File: src/rtl/mem_port_arbiter.sv
// mem_port_arbiter
//   Shares one single-port unified memory between the fetch (IF) port and the
//   load/store (MEM) port. A winner is chosen in IDLE, its request fields are
//   latched onto the memory bus, and the response is returned to that port as a
//   one-cycle valid pulse. Data has priority; a streak counter bounds how many
//   consecutive data grants may pass a waiting fetch.
//
// Ports
//   clk, rst_n                    clock, asynchronous active-low reset
//   if_req/if_addr                fetch request (read-only)
//   if_rdata/if_valid             fetched word and completion pulse
//   d_req/d_we/d_size/d_addr/
//   d_wdata                       load/store request
//   d_rdata/d_valid               load data and completion pulse
//   m_req/m_we/m_size/m_addr/
//   m_wdata                       memory request bus (all registered)
//   m_ready                       memory accepts when m_req && m_ready
//   m_rvalid/m_rdata              memory response (also acknowledges stores)
//   busy                          high whenever the FSM is not idle
module mem_port_arbiter #(
  parameter int unsigned AWIDTH      = 32,
  parameter int unsigned DWIDTH      = 32,
  parameter int unsigned MAX_DSTREAK = 4
) (
  input  logic              clk,
  input  logic              rst_n,
  input  logic              if_req,
  input  logic [AWIDTH-1:0] if_addr,
  output logic [DWIDTH-1:0] if_rdata,
  output logic              if_valid,
  input  logic              d_req,
  input  logic              d_we,
  input  logic [2:0]        d_size,
  input  logic [AWIDTH-1:0] d_addr,
  input  logic [DWIDTH-1:0] d_wdata,
  output logic [DWIDTH-1:0] d_rdata,
  output logic              d_valid,
  output logic              m_req,
  output logic              m_we,
  output logic [2:0]        m_size,
  output logic [AWIDTH-1:0] m_addr,
  output logic [DWIDTH-1:0] m_wdata,
  input  logic              m_ready,
  input  logic              m_rvalid,
  input  logic [DWIDTH-1:0] m_rdata,
  output logic              busy
);

  typedef enum logic [1:0] {StIdle, StReq, StWait, StResp} state_e;
  typedef enum logic [1:0] {OwnNone, OwnFetch, OwnData} owner_e;

  localparam logic [3:0] StreakMax = 4'(MAX_DSTREAK);
  localparam logic [2:0] SizeWord  = 3'b010;

  state_e            state_q;
  owner_e            owner_q;
  logic [3:0]        streak_q;
  logic              m_req_q;
  logic              m_we_q;
  logic [2:0]        m_size_q;
  logic [AWIDTH-1:0] m_addr_q;
  logic [DWIDTH-1:0] m_wdata_q;
  logic [DWIDTH-1:0] if_rdata_q;
  logic [DWIDTH-1:0] d_rdata_q;
  logic              if_valid_q;
  logic              d_valid_q;
  logic              busy_q;

  // Data wins unless a waiting fetch has already been passed MAX_DSTREAK times.
  logic grant_data;
  assign grant_data = d_req && !(if_req && (streak_q == StreakMax));

  always_ff @(posedge clk or negedge rst_n) begin
    if (!rst_n) begin
      state_q    <= StIdle;
      owner_q    <= OwnNone;
      streak_q   <= '0;
      m_req_q    <= 1'b0;
      m_we_q     <= 1'b0;
      m_size_q   <= '0;
      m_addr_q   <= '0;
      m_wdata_q  <= '0;
      if_rdata_q <= '0;
      d_rdata_q  <= '0;
      if_valid_q <= 1'b0;
      d_valid_q  <= 1'b0;
      busy_q     <= 1'b0;
    end else begin
      // Valid pulses last exactly the RESP cycle.
      if_valid_q <= 1'b0;
      d_valid_q  <= 1'b0;
      unique case (state_q)
        StIdle: begin
          if (d_req || if_req) begin
            if (grant_data) begin
              owner_q   <= OwnData;
              m_we_q    <= d_we;
              m_size_q  <= d_size;
              m_addr_q  <= d_addr;
              m_wdata_q <= d_wdata;
              if (if_req) begin
                streak_q <= (streak_q == StreakMax) ? StreakMax : streak_q + 4'd1;
              end else begin
                streak_q <= '0;
              end
            end else begin
              owner_q   <= OwnFetch;
              m_we_q    <= 1'b0;
              m_size_q  <= SizeWord;
              m_addr_q  <= if_addr;
              m_wdata_q <= '0;
              streak_q  <= '0;
            end
            m_req_q <= 1'b1;
            busy_q  <= 1'b1;
            state_q <= StReq;
          end
        end
        StReq: begin
          if (m_ready) begin
            m_req_q <= 1'b0;
            state_q <= StWait;
          end
        end
        StWait: begin
          if (m_rvalid) begin
            if (owner_q == OwnData) begin
              d_valid_q <= 1'b1;
              // Stores leave the last load data untouched.
              if (!m_we_q) begin
                d_rdata_q <= m_rdata;
              end
            end else if (owner_q == OwnFetch) begin
              if_valid_q <= 1'b1;
              if_rdata_q <= m_rdata;
            end
            state_q <= StResp;
          end
        end
        StResp: begin
          owner_q <= OwnNone;
          busy_q  <= 1'b0;
          state_q <= StIdle;
        end
        default: state_q <= StIdle;
      endcase
    end
  end

  assign m_req    = m_req_q;
  assign m_we     = m_we_q;
  assign m_size   = m_size_q;
  assign m_addr   = m_addr_q;
  assign m_wdata  = m_wdata_q;
  assign if_rdata = if_rdata_q;
  assign d_rdata  = d_rdata_q;
  assign if_valid = if_valid_q;
  assign d_valid  = d_valid_q;
  assign busy     = busy_q;

endmodule

File: config.mk
export PLATFORM = sky130hd
export DESIGN_NAME = mem_port_arbiter
export DESIGN_NICKNAME = d
export VERILOG_FILES = /design/src/rtl/mem_port_arbiter.sv
export SDC_FILE = /design/constraint.sdc
export NUM_CORES = 1
export LEC_CHECK = 0
export CORE_MARGIN = 2
export CORE_UTILIZATION = 46
export CTS_CLUSTER_SIZE = 12
export DETAILED_ROUTE_END_ITERATION = 16
export DONT_BUFFER_PORTS = 1
export GPL_TIMING_DRIVEN = 0
export SYNTH_ARGS = -nofsm -noshare
export SYNTH_HDL_FRONTEND = slang
export SYNTH_SLANG_ARGS = --single-unit
File: constraint.sdc
create_clock -name clk -period 1.8 [get_ports clk]
set_clock_uncertainty 0.1 [all_clocks]
set_input_delay 0 -clock clk [delete_from_list [all_inputs] [get_ports clk]]
set_output_delay 0 -clock clk [all_outputs]
set_load 0.03 [all_outputs]
==> Word level (Yosys, flattened, before mapping) <==
Cells that the tools add are included.
{ "op_classes": {"eq_ne": 9, "n_bitwise": 2, "n_mux": 25, "add_sub_neg": 1, "n_reduce_logical": 13} }
{ "ops": {"columns": ["op", "n"], "rows": [
  ["32-bit two-way mux", 2],
  ["4-bit two-way mux", 3],
  ["1-bit two-way mux", 10],
  ["2-bit two-way mux", 5],
  ["2-bit one-hot mux with 4 select lines", 1],
  ["4-bit AND reduction", 2],
  ["2-bit == test, second input constant", 3],
  ["2-bit inequality test, second input constant", 3],
  ["3-bit AND reduction", 2],
  ["4-bit by 1-bit adder with 4-bit output, second input constant", 1],
  ["2-bit by 1-bit == test with 1-bit output, second input constant", 2],
  ["4-bit by 3-bit == test with 1-bit output, second input constant", 1],
  ["1-bit one-hot mux with 2 select lines", 2],
  ["2-bit one-hot mux with 2 select lines", 1],
  ["2-bit AND reduction", 2],
  ["2-bit nonzero test", 2],
  ["3-bit two-way mux", 1],
  ["1-bit logical AND", 2],
  ["2-bit logical NOT", 1],
  ["1-bit inverter", 2],
  ["1-bit logical NOT", 1],
  ["1-bit logical OR", 1]
]} }
{ "word_totals": {"output_inout_bits": 136, "regBits": 144, "wordCells": 63, "in_bits": 138} }

==> Longest topological paths before layout <==
{ "logic_depth": {"depth_word": 7, "mapped_depth": 8, "mapped_depth_nobuf": 5} }

==> Worst setup path before layout <==
Ideal clock, no wire load.
{ "synth_path": {"path_type": "register to register", "from": "register state_q[0]", "to": "register d_rdata_q[21] (netlist: d_rdata[21])", "path_slack_ns": -0.092, "synth_period_minus_slack_ns": 1.892, "arrival_time_ns": 1.667, "setup_time_ns": 0.125, "t_required_ns": 1.575, "path_stages_with_launch": 7, "n_path_buf": 1, "cell_sequence": "dfrtp_1 -> inv_1 -> ha_1 -> nand2_1 -> nor4b_4 -> buf_6 -> mux2_2"} }
{ "synth_between": {"elab_chain_len": 2} }
{ "synth_rtl": {"columns": ["element", "line_no", "source"], "rows": [
  ["start: declaration", "55", "state_e state_q;"],
  ["start signal: assignment", "75", "state_q <= StIdle;"],
  ["start signal: assignment", "116", "state_q <= StReq;"],
  ["start signal: assignment", "122", "state_q <= StWait;"],
  ["2-bit == test", "92", "unique case (state_q)"],
  ["4-bit AND reduction (no line)", null, null],
  ["end signal: assignment", "131", "d_rdata_q <= m_rdata;"],
  ["end: declaration", "64", "logic [DWIDTH-1:0] d_rdata_q;"]
]} }
Every way passes these cells.
A chain may end at the register's enable or synchronous reset.

==> Final worst setup path <==
{ "layout_path": {"from": "register state_q[0]", "to": "register state_q[1]"} }
{ "layout_between": {"elab_chain_len": 3, "elab_cells_between_ends": 9, "classes_between": "6 x eq/ne; 1 x mux; 2 x reduce/logical"} }
{ "layout_rtl": {"columns": ["element", "line_no"], "rows": [
  ["2-bit == test (tied with other cells)", "92"],
  ["2-bit inequality test (no line)", null],
  ["3-bit AND reduction (no line)", null]
]} }
Several ways; a longest one is shown, not always the timed one.

==> run_summary.xml <==
<?xml version="1.0" encoding="UTF-8"?>
<metrics>
  <group name="run_status">
    <metric name="status" unit="">finished with violations</metric>
    <metric name="violations_in_the_final_reports" unit="">hold timing, setup timing</metric>
  </group>
  <group name="worst_setup_path">
    <metric name="worstSetupStartpoint" unit="">state_q[0]$_DFFE_PN0P_</metric>
    <metric name="worstSetupPathType" unit="">reg2reg</metric>
    <metric name="worstSetupStartpointType" unit="">flip-flop</metric>
    <metric name="timing.critical_path.depth" unit="">6</metric>
    <metric name="timing.critical_path.fanout_max" unit="">3</metric>
    <metric name="worstPathArrival" unit="ns">2.05</metric>
    <metric name="timing.critical_path.max_delay_family" unit="">buffers and inverters</metric>
    <metric name="r2r_start" unit="">state_q[0]$_DFFE_PN0P_</metric>
    <metric name="cell_depth_of_the_worst_flop_to_flop_path" unit="">6</metric>
    <metric name="critical_path.n_buffers_inverters" unit="">3</metric>
    <metric name="crit_path_end_kind" unit="">flip-flop</metric>
    <metric name="cp_slowest_stage_delay" unit="ns">0.39</metric>
    <metric name="setup.reg_to_reg.worst_slack" unit="ns">-0.05</metric>
    <metric name="crit_path_top_delay_cell" unit="">dfrtp_1</metric>
    <metric name="crit_chain" unit="">inv_2, ha_4, buf_4, a222oi_1, buf_4, mux2_2</metric>
    <metric name="required" unit="ns">2.00</metric>
    <metric name="path_common_cell" unit="">buf_4</metric>
  </group>
  <group name="pwr">
    <metric name="peakVddDrop" unit="mV">1.04</metric>
    <metric name="power_dens_cells" unit="mW/mm^2">1900</metric>
    <metric name="p_leak" unit="uW">0.00401</metric>
  </group>
  <group name="yosys">
    <metric name="post_synth_most_frequent_cells" unit="">dfrtp_1 (144), nand2_1 (140), mux2_2 (64)</metric>
    <metric name="number_of_flops_mapped_to_enable_cells_by_yosys" unit="">0</metric>
    <metric name="synth-seq-cells" unit="">144</metric>
    <metric name="ys.flop_type" unit="">dfrtp_1</metric>
    <metric name="post_synth_inst_count" unit="">543</metric>
    <metric name="async_sr_flop_fraction" unit="">1.00</metric>
    <metric name="synth_sequential_area_ratio" unit="">0.593</metric>
    <metric name="synth_top_cell_by_area" unit="">dfrtp_1</metric>
    <metric name="synth_top_cell_area_share" unit="">0.593</metric>
    <metric name="synth_warnings" unit="">0</metric>
    <metric name="yosys.cell_types.count" unit="">33</metric>
    <metric name="syn-mean-instance-area" unit="um^2">11.2</metric>
    <metric name="synth.top_cells.by_area" unit="">dfrtp_1 (59%), mux2_2 (12%), nand2_1 (8.7%)</metric>
    <metric name="synth_nets" unit="">688</metric>
    <metric name="post-synth-top-count-cell" unit="">dfrtp_1</metric>
    <metric name="synth_area" unit="mm^2">0.00607</metric>
  </group>
  <group name="timing">
    <metric name="holdWs" unit="ns">-0.826</metric>
    <metric name="layout_worst_path_cycle_share" unit="">1.03</metric>
    <metric name="final.min_clock_period" unit="ns">1.85</metric>
    <metric name="timing.setup.tns" unit="ns">-0.175</metric>
    <metric name="timing.slew.headroom" unit="">0.683</metric>
    <metric name="slew_violations" unit="">0</metric>
    <metric name="setup_repair_after_global_routing_missed_its_margin" unit="">true</metric>
    <metric name="tightestPinTransition" unit="ns">0.475</metric>
    <metric name="setup_violations" unit="">13</metric>
    <metric name="fmaxAchievable" unit="GHz">0.542</metric>
    <metric name="final-hold-violation-count" unit="">144</metric>
    <metric name="final_critical_path_setup_slack" unit="ns">-0.0467</metric>
  </group>
  <group name="floorplan">
    <metric name="die_h" unit="um">119</metric>
    <metric name="core_area" unit="mm^2">0.0128</metric>
    <metric name="chipWidth" unit="um">119</metric>
    <metric name="io-pin-count" unit="">274</metric>
    <metric name="initial_core_util" unit="">0.475</metric>
    <metric name="rows" unit="">41</metric>
    <metric name="die-area" unit="mm^2">0.0141</metric>
  </group>
  <group name="final_layout">
    <metric name="final_cell_area" unit="mm^2">0.00889</metric>
    <metric name="fillCellCount" unit="">850</metric>
    <metric name="design.final.nets" unit="">864</metric>
    <metric name="post_layout_nonfiller_instances" unit="">904</metric>
    <metric name="synthToLayoutAreaGrowth" unit="%">46.4</metric>
    <metric name="insertedDiodeCount" unit="">0</metric>
    <metric name="share_of_cells_above_drive_strength_1" unit="">0.224</metric>
  </group>
  <group name="place">
    <metric name="pre_cts_slack" unit="ns">-0.306</metric>
    <metric name="place.gp.congestion" unit="">0.884</metric>
    <metric name="placedCellCount" unit="">715</metric>
    <metric name="hpwl" unit="mm">11.4</metric>
    <metric name="post_dp_cell_area" unit="mm^2">0.00631</metric>
    <metric name="port_buffers" unit="">0</metric>
  </group>
  <group name="job">
    <metric name="maxCapViolations" unit="">0</metric>
  </group>
  <group name="cts">
    <metric name="tritoncts.num_buffers" unit="">17</metric>
    <metric name="cts.path.max_buffers" unit="">2</metric>
    <metric name="root_buffer" unit="">clkbuf_16</metric>
    <metric name="numClockSinks" unit="">144</metric>
    <metric name="clock_tree_from_tritoncts" unit="">yes</metric>
    <metric name="clk_latency" unit="ns">0.41</metric>
    <metric name="cts.clk_slew.worst_paths" unit="ns">0.06</metric>
    <metric name="cts_hold_buffers" unit="">137</metric>
    <metric name="cts-htree-levels" unit="">4</metric>
  </group>
  <group name="routing">
    <metric name="drt_first_iter_violations" unit="">425</metric>
    <metric name="drt-vias-per-instance" unit="">5.57</metric>
    <metric name="detail_route.drc_violations" unit="">0</metric>
    <metric name="firstDrtPassIters" unit="">5</metric>
    <metric name="drt_wl_total" unit="mm">18.8</metric>
    <metric name="remaining_antenna_violation_count_after_routing" unit="">0</metric>
    <metric name="post_drt_wl_per_cell" unit="um">20.8</metric>
    <metric name="vias" unit="">5031</metric>
  </group>
  <group name="global_route">
    <metric name="grt_overflow" unit="">0</metric>
    <metric name="maximum_number_of_pins_on_one_net_before_global_route_repair" unit="">145</metric>
    <metric name="grt_antenna_before_repair" unit="">0</metric>
    <metric name="number_of_global_route_vias_before_repair" unit="">5226</metric>
    <metric name="track_usage" unit="">0.251</metric>
    <metric name="grt_pass1_wl" unit="mm">27.7</metric>
  </group>
  <group name="worst_hold_path">
    <metric name="min-delay-path-class" unit="">in2async</metric>
  </group>
</metrics>
-- through the flow --
stage               total power, uW   util
CTS                           16300  0.668
detailed placement            12000  0.494
finish                        16900  0.696
global route                  17700  0.696
floorplan                     10900      -
global placement              11800  0.494
-- cells by family after synthesis --
logic type	count (synthesis)	share of synthesized area
buffers and inverters	50	0.0392
adders and majority gates	7	0.0144
and+or+nand+nor	188	0.140
muxes	65	0.121
DFF	144	0.593
AOI/OAI and AO/OA	88	0.0911
xor gates and xnor gates	1	0.00144
-- worst reg2reg max path: stages, from the launching register on --
cell      delay (ns)
dfrtp_1         0.39
inv_2           0.08
ha_4            0.17
buf_4           0.14
a222oi_1        0.35
buf_4           0.19
mux2_2          0.32
-- repair_timing --
item	4_1_cts	5_1_grt
setup buffers	9	6
endpoints found under the hold margin	284	144
gates resized for setup	51	62
endpoints found under the setup margin	136	127
pin swaps	3	2
gates cloned	0	5
-- area by class of cell --
class,count,area [um^2],area share
buffer,41,343,0.0386
clock buffer,25,526,0.0591
clock inverter,7,120,0.0135
inverter,9,33.8,0.00380
multi-input combinational,349,2440,0.275
sequential,144,3600,0.405
tap,172,215,0.0242
timing repair buffer,157,1600,0.180
-- worst paths after layout --
check,end
max in group asynchronous,m_addr[18]$_DFFE_PN0P_
min in group clk,d_rdata[25]$_DFFE_PN0P_
max reg2reg,state_q[1]$_DFFE_PN0P_
min reg2reg,d_valid$_DFF_PN0_
min,d_rdata[23]$_DFFE_PN0P_
max,state_q[1]$_DFFE_PN0P_
-- power by group --
group          leakage [uW]  switching, uW  total, uW  internal [uW]
clock network      0.000316           1320       3770           2450
logic               0.00187           1880       4110           2230
registers           0.00183           4310       9050           4740
total               0.00401           7500      16900           9420
-- metal layers --
layer	global-route usage	vias to the layer above	share of wire
met3	0.0991	38	0.088
met4	0.0841	0	0.020
li1	-	2251	-
met1	0.284	2468	0.39
met5	0	-	0
met2	0.432	274	0.51
-- layout by cell type (no fill, tap or decap), types with 3 or more instances in the layout --
master | netlist | final
dfrtp_1 | 144 | 143
nand2_1 | 140 | 138
dlygate4sd3_1 | 0 | 137
mux2_4 | 0 | 42
o21ai_0 | 42 | 39
o211ai_1 | 33 | 33
nand4_1 | 32 | 32
mux2_2 | 64 | 22
buf_4 | 0 | 21
clkbuf_16 | 0 | 21
clkbuf_2 | 0 | 9
clkbuf_8 | 0 | 8
clkbuf_1 | 21 | 7
inv_1 | 9 | 6
buf_6 | 4 | 6
buf_12 | 0 | 4
buf_2 | 16 | 4
a21oi_1 | 4 | 4
ha_1 | 7 | 4
inv_2 | 0 | 3
nor3b_1 | 3 | 3
o21ai_1 | 0 | 3
buf_8 | 0 | 3
nor2_1 | 3 | 3
clkbuf_4 | 0 | 3
bufinv_16 | 0 | 3
-- flip-flops by register name, indices dropped and copies added (netlist names) --
| name | count |
|---|---|
| state_q | 2 |
| if_valid | 1 |
| m_we | 1 |
| d_rdata | 32 |
| d_valid | 1 |
| owner_q | 2 |
| m_wdata | 32 |
| m_req | 1 |
| m_size | 3 |
| if_rdata | 32 |
| m_addr | 32 |
| busy | 1 |
| streak_q | 4 |
Power figures use the tool's default switching activity.
